**src/rtl/param_byte_packer_if.sv**
```systemverilog
// ============================================================================
// Module  : param_byte_packer_if
// Brief   : Host byte stream in, assembled word stream out, plus status.
// Revision: 1.0
// ============================================================================
`default_nettype none

interface param_byte_packer_if #(
    parameter int WIDTH_P = 32
);
    logic               i_byte_vld;
    logic [7:0]         i_byte;
    logic               o_byte_rdy;
    logic               o_valid;
    logic [WIDTH_P-1:0] o_tdata;
    logic               i_ready;
    logic [31:0]        o_word_cnt;
    logic               o_err_timeout;

    modport slave (
        input  i_byte_vld, i_byte, i_ready,
        output o_byte_rdy, o_valid, o_tdata, o_word_cnt, o_err_timeout
    );

    modport master (
        output i_byte_vld, i_byte, i_ready,
        input  o_byte_rdy, o_valid, o_tdata, o_word_cnt, o_err_timeout
    );
endinterface

`default_nettype wire

```
**src/rtl/param_byte_packer.sv**
```systemverilog
// ============================================================================
// Module  : param_byte_packer
// Brief   : Packs host bytes LSB-first into words, queues them in an FWFT FIFO.
// Revision: 1.0
// ============================================================================
`default_nettype none

module param_byte_packer #(
    parameter int WIDTH_P    = 32,
    parameter int FIFO_DEPTH = 16,
    parameter int TIMEOUT    = 1024
) (
    input  logic                 i_sclk,
    input  logic                 i_rstp,
    param_byte_packer_if.slave   bus
);
    localparam int BYTES = WIDTH_P / 8;
    localparam int IDX_W = (BYTES > 1) ? $clog2(BYTES) : 1;
    localparam int PTR_W = $clog2(FIFO_DEPTH);
    localparam int CNT_W = PTR_W + 1;
    localparam int TMO_W = (TIMEOUT > 1) ? $clog2(TIMEOUT) : 1;

    localparam logic [IDX_W-1:0] LAST_IDX = IDX_W'(BYTES - 1);
    localparam logic [CNT_W-1:0] FULL_CNT = CNT_W'(FIFO_DEPTH);
    localparam logic [TMO_W-1:0] TMO_LAST = TMO_W'(TIMEOUT - 1);

    logic [IDX_W-1:0]   idx_q,      idx_d;
    logic [WIDTH_P-1:0] shift_q,    shift_d;
    logic [TMO_W-1:0]   tmo_q,      tmo_d;
    logic               err_q,      err_d;
    logic [PTR_W-1:0]   wr_ptr_q,   wr_ptr_d;
    logic [PTR_W-1:0]   rd_ptr_q,   rd_ptr_d;
    logic [CNT_W-1:0]   count_q,    count_d;
    logic [31:0]        word_cnt_q, word_cnt_d;
    logic [WIDTH_P-1:0] mem_q [FIFO_DEPTH];

    logic               w_last;
    logic               w_full;
    logic               w_not_empty;
    logic               w_accept;
    logic               w_push;
    logic               w_pop;
    logic [WIDTH_P-1:0] w_word;

    assign w_last      = (idx_q == LAST_IDX);
    assign w_full      = (count_q == FULL_CNT);
    assign w_not_empty = (count_q != '0);

    // Only the word-completing byte ever waits on FIFO space.
    assign bus.o_byte_rdy = !i_rstp && !(w_full && w_last);

    assign w_accept = bus.i_byte_vld && bus.o_byte_rdy;
    assign w_push   = w_accept && w_last;
    assign w_pop    = w_not_empty && bus.i_ready;

    assign bus.o_valid       = w_not_empty;
    assign bus.o_tdata       = w_not_empty ? mem_q[rd_ptr_q] : '0;
    assign bus.o_word_cnt    = word_cnt_q;
    assign bus.o_err_timeout = err_q;

    always_comb begin
        w_word = shift_q;
        for (int k = 0; k < BYTES; k++) begin
            if (idx_q == IDX_W'(k)) begin
                w_word[8*k +: 8] = bus.i_byte;
            end
        end
    end

    always_comb begin
        idx_d      = idx_q;
        shift_d    = shift_q;
        tmo_d      = tmo_q;
        err_d      = 1'b0;
        wr_ptr_d   = wr_ptr_q;
        rd_ptr_d   = rd_ptr_q;
        count_d    = count_q;
        word_cnt_d = word_cnt_q;

        // An accepted byte takes priority over an expiring timeout.
        if (w_accept) begin
            tmo_d = '0;
            if (w_last) begin
                idx_d   = '0;
                shift_d = '0;
            end else begin
                idx_d   = idx_q + IDX_W'(1);
                shift_d = w_word;
            end
        end else if (idx_q == '0) begin
            tmo_d = '0;
        end else if (tmo_q == TMO_LAST) begin
            idx_d   = '0;
            shift_d = '0;
            tmo_d   = '0;
            err_d   = 1'b1;
        end else begin
            tmo_d = tmo_q + TMO_W'(1);
        end

        if (w_push) begin
            wr_ptr_d = wr_ptr_q + PTR_W'(1);
        end
        if (w_pop) begin
            rd_ptr_d   = rd_ptr_q + PTR_W'(1);
            word_cnt_d = word_cnt_q + 32'd1;
        end
        if (w_push && !w_pop) begin
            count_d = count_q + CNT_W'(1);
        end else if (w_pop && !w_push) begin
            count_d = count_q - CNT_W'(1);
        end
    end

    always_ff @(posedge i_sclk) begin
        if (i_rstp) begin
            idx_q      <= '0;
            shift_q    <= '0;
            tmo_q      <= '0;
            err_q      <= 1'b0;
            wr_ptr_q   <= '0;
            rd_ptr_q   <= '0;
            count_q    <= '0;
            word_cnt_q <= '0;
        end else begin
            idx_q      <= idx_d;
            shift_q    <= shift_d;
            tmo_q      <= tmo_d;
            err_q      <= err_d;
            wr_ptr_q   <= wr_ptr_d;
            rd_ptr_q   <= rd_ptr_d;
            count_q    <= count_d;
            word_cnt_q <= word_cnt_d;
        end
    end

    // Storage needs no reset: the count alone decides which entries are live.
    always_ff @(posedge i_sclk) begin
        if (w_push) begin
            mem_q[wr_ptr_q] <= w_word;
        end
    end

endmodule

`default_nettype wire
```
**src/flat_wrapper.sv**
```systemverilog
// flat-port wrapper written by rule: the top's interface ports become plain ports
module param_byte_packer_flat 
#(
    parameter int WIDTH_P    = 32,
    parameter int FIFO_DEPTH = 16,
    parameter int TIMEOUT    = 1024
)
  (i_sclk, i_rstp, bus_i_byte_vld, bus_i_byte, bus_i_ready, bus_o_byte_rdy, bus_o_valid, bus_o_tdata, bus_o_word_cnt, bus_o_err_timeout);
  param_byte_packer_if #(.WIDTH_P(WIDTH_P)) bus_i ();
  input  logic i_sclk;
  input  logic i_rstp;
  input wire logic [$bits(bus_i.i_byte_vld)-1:0] bus_i_byte_vld;
  input wire logic [$bits(bus_i.i_byte)-1:0] bus_i_byte;
  input wire logic [$bits(bus_i.i_ready)-1:0] bus_i_ready;
  output wire logic [$bits(bus_i.o_byte_rdy)-1:0] bus_o_byte_rdy;
  output wire logic [$bits(bus_i.o_valid)-1:0] bus_o_valid;
  output wire logic [$bits(bus_i.o_tdata)-1:0] bus_o_tdata;
  output wire logic [$bits(bus_i.o_word_cnt)-1:0] bus_o_word_cnt;
  output wire logic [$bits(bus_i.o_err_timeout)-1:0] bus_o_err_timeout;
  assign bus_i.i_byte_vld = bus_i_byte_vld;
  assign bus_i.i_byte = bus_i_byte;
  assign bus_i.i_ready = bus_i_ready;
  assign bus_o_byte_rdy = bus_i.o_byte_rdy;
  assign bus_o_valid = bus_i.o_valid;
  assign bus_o_tdata = bus_i.o_tdata;
  assign bus_o_word_cnt = bus_i.o_word_cnt;
  assign bus_o_err_timeout = bus_i.o_err_timeout;
  param_byte_packer #(.WIDTH_P(WIDTH_P), .FIFO_DEPTH(FIFO_DEPTH), .TIMEOUT(TIMEOUT)) u_core (.i_sclk(i_sclk), .i_rstp(i_rstp), .bus(bus_i));
endmodule
```
**config.mk**
```make
export PLATFORM = sky130hd
export DESIGN_NAME = param_byte_packer_flat
export DESIGN_NICKNAME = d
export VERILOG_FILES = /design/src/rtl/param_byte_packer_if.sv /design/src/rtl/param_byte_packer.sv /design/src/flat_wrapper.sv
export SDC_FILE = /design/constraint.sdc
export NUM_CORES = 1
export LEC_CHECK = 0
export ABC_AREA = 1
export BUFFER_PORTS_ARGS = -buffer_cell sky130_fd_sc_hd__buf_2
export CORE_AREA = 2 2 218 220
export DETAILED_ROUTE_END_ITERATION = 10
export DIE_AREA = 0 0 220 222
export GPL_TIMING_DRIVEN = 0
export PLACE_DENSITY = 0.71
export SKIP_CTS_REPAIR_TIMING = 1
export SYNTH_ARGS = -nofsm -noshare
export SYNTH_HDL_FRONTEND = slang
export SYNTH_SLANG_ARGS = --single-unit
```
**constraint.sdc**
```tcl
create_clock -name i_sclk -period 5.3 [get_ports i_sclk]
set_input_delay 0.265 -clock i_sclk [delete_from_list [all_inputs] [get_ports i_sclk]]
set_output_delay 0.265 -clock i_sclk [all_outputs]
set_load 0.03 [all_outputs]
```
### After elaboration in Yosys (flattened, before gate mapping)

Memories as Yosys holds them, arrays and structs flattened. A register that Yosys moved wholly into a read port is not among the register bits.
Index checks and enable logic that the tools add are counted.

| storage, ports and cells | value |
|---|---|
| ROM bits | 0 |
| register bits | 90 |
| memories kept | 1 |
| word-level logic and storage cells | 60 |
| input bits | 12 |
| output and inout bits | 67 |
| latch bits | 0 |
| bits in writable memories | 512 |

Memory list:

| name | depth | width | read ports | clocked after Yosys merged registers in | wr ports | RTL line | source |
|---|---|---|---|---|---|---|---|
| u_core.mem_q | 16 | 32 | 1 | 1 | 1 | param_byte_packer.sv:35 | `logic [WIDTH_P-1:0] mem_q [FIFO_DEPTH];` |

| operators by class | value |
|---|---|
| multiply operators | 0 |
| add/subtract/negate cells | 7 |
| bitwise logic cells | 0 |
| order comparisons | 0 |
| equality and inequality tests | 6 |
| div/mod/pow operators | 0 |
| mux-type cells | 20 |
| reductions and logical operators | 18 |
| shift-type cells | 0 |

Operators by type and width:

| cell | number |
|---|---|
| $mux 32 | 5 |
| $add 32x1->32 const B | 1 |
| $mux 8 | 4 |
| $add 10x1->10 const B | 1 |
| $eq 10x10->1 const B | 1 |
| $mux 5 | 2 |
| $add 4x1->4 const B | 2 |
| $mux 2 | 4 |
| $mux 4 | 2 |
| $logic_and 1x1->1 | 7 |
| $add 5x1->5 const B | 1 |
| $eq 5x5->1 const B | 1 |
| $reduce_bool 5->1 | 1 |
| $sub 5x1->5 const B | 1 |
| $eq 2x2->1 const B | 2 |
| $logic_not 1->1 | 4 |
| $reduce_bool 2->1 | 2 |
| $reduce_or 4->1 | 1 |
| $mux 1 | 3 |
| $reduce_or 3->1 | 1 |
| $add 2x1->2 const B | 1 |
| $eq 2x1->1 const B | 1 |
| $logic_not 2->1 | 1 |
| $ne 2x1->1 const B | 1 |
| $reduce_and 2->1 | 1 |

### Logic depth before layout (Yosys ltp)

| depth | value |
|---|---|
| word-level depth | 10 |
| mapped depth | 14 |

### Worst setup path after synthesis

Ideal clock, no wire load.

| timing path | value |
|---|---|
| kind | reg2reg |
| from | register u_core.idx_q[0] |
| to | memory u_core.mem_q[0][0], enable pin |
| required time | 4.879 ns |
| arrival | 2.503 ns |
| path slack | 2.376 ns |
| cell stages (with the launch flop) | 7 |
| setup time | 0.421 ns |
| buffers on the path | 0 |
| cells stage by stage | dfxtp_1 ha_1 nand4_2 nand4_1 inv_2 nand2_1 nor2_1 |

| on the way | value |
|---|---|
| cells in the longest elaborated chain, start to end | 8 |

RTL lines:

| what | RTL line | source |
|---|---|---|
| start, declared | param_byte_packer.sv:27 | `logic [IDX_W-1:0] idx_q, idx_d;` |
| start signal, assigned | param_byte_packer.sv:126 | `idx_q <= idx_d;` |
| $eq 2x2->1 (*) | param_byte_packer.sv:45 | `assign w_last = (idx_q == LAST_IDX);` |
| $logic_and 1x1->1 | param_byte_packer.sv:50 | `assign bus.o_byte_rdy = !i_rstp && !(w_full && w_last);` |
| $logic_not 1->1 | param_byte_packer.sv:50 |  |
| $logic_and 1x1->1 | param_byte_packer.sv:50 |  |
| $logic_and 1x1->1 | param_byte_packer.sv:52 | `assign w_accept = bus.i_byte_vld && bus.o_byte_rdy;` |
| $logic_and 1x1->1 (*) | param_byte_packer.sv:53 | `assign w_push = w_accept && w_last;` |
| named net u_core.w_push | param_byte_packer.sv:41 | `logic w_push;` |
| $mux 1 (*) | param_byte_packer.sv:139 | `if (w_push) begin` |
| $mux 1 (not written as such) (*) | param_byte_packer.sv:140 | `mem_q[wr_ptr_q] <= w_word;` |
| end, declared | param_byte_packer.sv:35 |  |

The timed path passes the listed nets; every way through them passes the cells marked *.

==> results.json <==
{
  "start_util": 0.547,
  "setup_viol": 0,
  "pin_count": 79,
  "syn_area_um2": 25300,
  "finalCritPeriodShare": 0.650,
  "reg2regPathDepth": 7,
  "synth_top_area_frac": 0.608,
  "hp-class": "in2reg",
  "layout-drive-gt1-share": 0.117,
  "avgSynthCellArea_um2": 10.6,
  "total_power_mw": 13.5,
  "synth_mux_area_frac": 0,
  "grt_pass1_vias": 17700,
  "dp_hpwl_um": 46300,
  "end_kind": "output port",
  "fin_util": 0.628,
  "postSynthCellCount": 2389,
  "worst_ep_arrival_time_ns": 3.18,
  "die_area_um2": 48800,
  "hold_violations": 0,
  "cts.sinks": 606,
  "synthTopCellsByArea": "edfxtp_1 (61%), nand2_1 (11%), dfxtp_1 (7.4%)",
  "critPathKind": "reg2out",
  "fmax_mhz": 290,
  "fin_area_um2": 29000,
  "max-cap-violations": 0,
  "port-buffer-count": 77,
  "numCtsBuffers": 59,
  "dr_total_vias": 18600,
  "gr-total-overflow": 0,
  "antenna_left": 0,
  "status": "finished, final reports clean",
  "clk_pin_slew_ns": 0.06,
  "grt_max_degree": 27,
  "synth-seq-cells": 606,
  "skew_ns": 0.0198,
  "gp_congestion": 0.899,
  "cts-htree-levels": 2,
  "p_per_area_nw_per_um2": 464,
  "die_h_um": 222,
  "final.setup.tns_ns": 0,
  "rows": 79,
  "path_max_fanout": 10,
  "die_w_um": 220,
  "core-area_um2": 46300,
  "worst_slew_pin_slew_ns": 1.40,
  "holdPathStages": 4,
  "tritoncts": "done",
  "synth_xor_area_frac": 0.00519,
  "synth.distinct_cells": 34,
  "synth_top_family_by_area": "simple AND/OR/NAND/NOR gates",
  "rsz0062_at_grt": "false",
  "finalMaxSlewViolations": 0,
  "critPathRequiredTime_ns": 5.04,
  "worst_ir_drop_vdd_uv": 394,
  "wl_per_cell_um": 21.8,
  "routed_wl_um": 70100,
  "fin_crit_ns": 3.45,
  "p_leak_nw": 10.9,
  "via_per_inst": 5.78,
  "yosys_warnings": 0,
  "slew_headroom": 0.0634,
  "nNetsFinal": 2584,
  "grt_first_pass_wirelength_um": 104000,
  "synth-adder-area-share": 0.00821,
  "place_area_um2": 27000,
  "antenna_found_initial": 0,
  "clock_path_buffers": 3,
  "area_delta_synth_final_pct": 14.8,
  "n_antenna_cell": 0,
  "clkLatencyLatePin_ns": 0.63,
  "critPathLaunchType": "flop",
  "drtIter0Drc": 2010,
  "grt_use_total": 0.285,
  "cts_root_buffer": "clkbuf_16",
  "synthSimpleGateAreaFrac": 0.208,
  "ys_seq_area_frac": 0.682,
  "remaining_drc_errors": 0,
  "synthesis.nets": 2417,
  "first_pass_iters": 6,
  "yosysTopAreaCell": "edfxtp_1",
  "synth_compound_area_frac": 0.0562
}
## kinds of logic after synthesis
| kind of cell | after synthesis |
|---|---|
| XOR/XNOR | 15 |
| buffers and inverters | 219 |
| flip-flops | 606 |
| AND/OR/NAND/NOR | 1268 |
| AO/OA/AOI/OAI | 265 |
| adder cells (fa/ha/maj) | 16 |
## through the flow
stage	std cells	worst slack, ns	hold slack [ns]
floorplan	2389	2.38	0.418
global placement	3073	0.519	0.429
detailed placement	3100	2.45	0.436
CTS	3210	1.90	-0.0480
global route	3212	1.79	0.104
finish	3212	1.85	0.0873
## worst max-delay path, stage by stage (launching register included)
cell and delay (ns):
dfxtp_1 0.34, buf_2 0.27, clkinv_1 0.31, clkbuf_1 0.45
buf_2 0.34, o31ai_1 0.50, a21oi_1 0.14, buf_2 0.21
## power by group
| part | switching (mW) | internal (mW) |
|---|---|---|
| clock network | 1.79 | 2.53 |
| logic | 2.85 | 1.00 |
| registers | 0.0510 | 5.24 |
## layer usage
layer  wire length, um  track usage  share of wire  up-vias
met5                 0            0              0        -
met4              2460        0.105          0.035        0
met3              6770       0.0424          0.097      159
met2             33700        0.474           0.48      966
met1             27100        0.381           0.39     8910
li1                  -            -              -     8546
## area by class of cell
type / count / area (um2)
flip-flops and latches: 606 / 17300
clock buffers: 76 / 1570
repair buffers: 106 / 861
multi-input cells: 1564 / 7160
inverters: 91 / 344
well taps: 607 / 759
clock inverters: 34 / 414
fillers: 3606 / 17200
plain buffers: 128 / 673
## cells in the final DEF, fill, tap and decap left out, types with 2 or more instances in the layout
cell,instances
inv_2,3
nor2_4,19
inv_1,85
buf_16,4
nand4_1,11
nor2_2,2
clkbuf_1,62
o21bai_1,5
nand2_1,712
o21ai_1,11
nand2_4,2
nand4_2,3
nor3_1,4
clkbuf_16,60
buf_4,7
dlygate4sd3_1,2
clkinv_1,11
nand3_2,3
xor2_1,11
clkinv_2,9
buf_6,19
o31ai_1,32
xnor2_1,4
buf_2,138
nand3_1,295
buf_1,4
bufinv_16,9
a21oi_1,138
a21oi_2,2
edfxtp_1,512
dfxtp_1,94
buf_12,12
ha_1,15
o21ai_0,75
clkinv_4,4
nor2_1,214
## worst paths after layout
path                                          from                  endpoint  slack, ns
worst min register to register  u_core.shift_q[28]        u_core.shift_q[28]       0.45
worst max register to register     u_core.idx_q[0]        u_core.mem_q[6][0]       2.41
worst min-delay path                   bus_i_ready  u_core.bus.o_word_cnt[5]       0.09
worst max-delay path                          flop            bus_o_tdata[3]       1.85
## registers in the layout (all words and copies together), names as in the netlist, named ones only
name	cells
u_core.bus.o_err_timeout	1
u_core.tmo_q	10
u_core.rd_ptr_q	4
u_core.shift_q	32
u_core.idx_q	2
u_core.bus.o_word_cnt	32
u_core.mem_q	512
u_core.wr_ptr_q	4
u_core.count_q	5
## cell usage after synthesis (all sizes together)
cell type,instances
nand2,715
edfxtp,512
nand3,298
nor2,235
a21oi,140
dfxtp,94
inv,89
o21ai,87
buf,81
clkbuf,47
o31ai,32
ha,15
nand4,14
xor2,11
nor3,5
o21bai,5
xnor2,4
clkinv,2
fa,1
o21a,1
or2,1
Power figures use the tool's default switching activity.
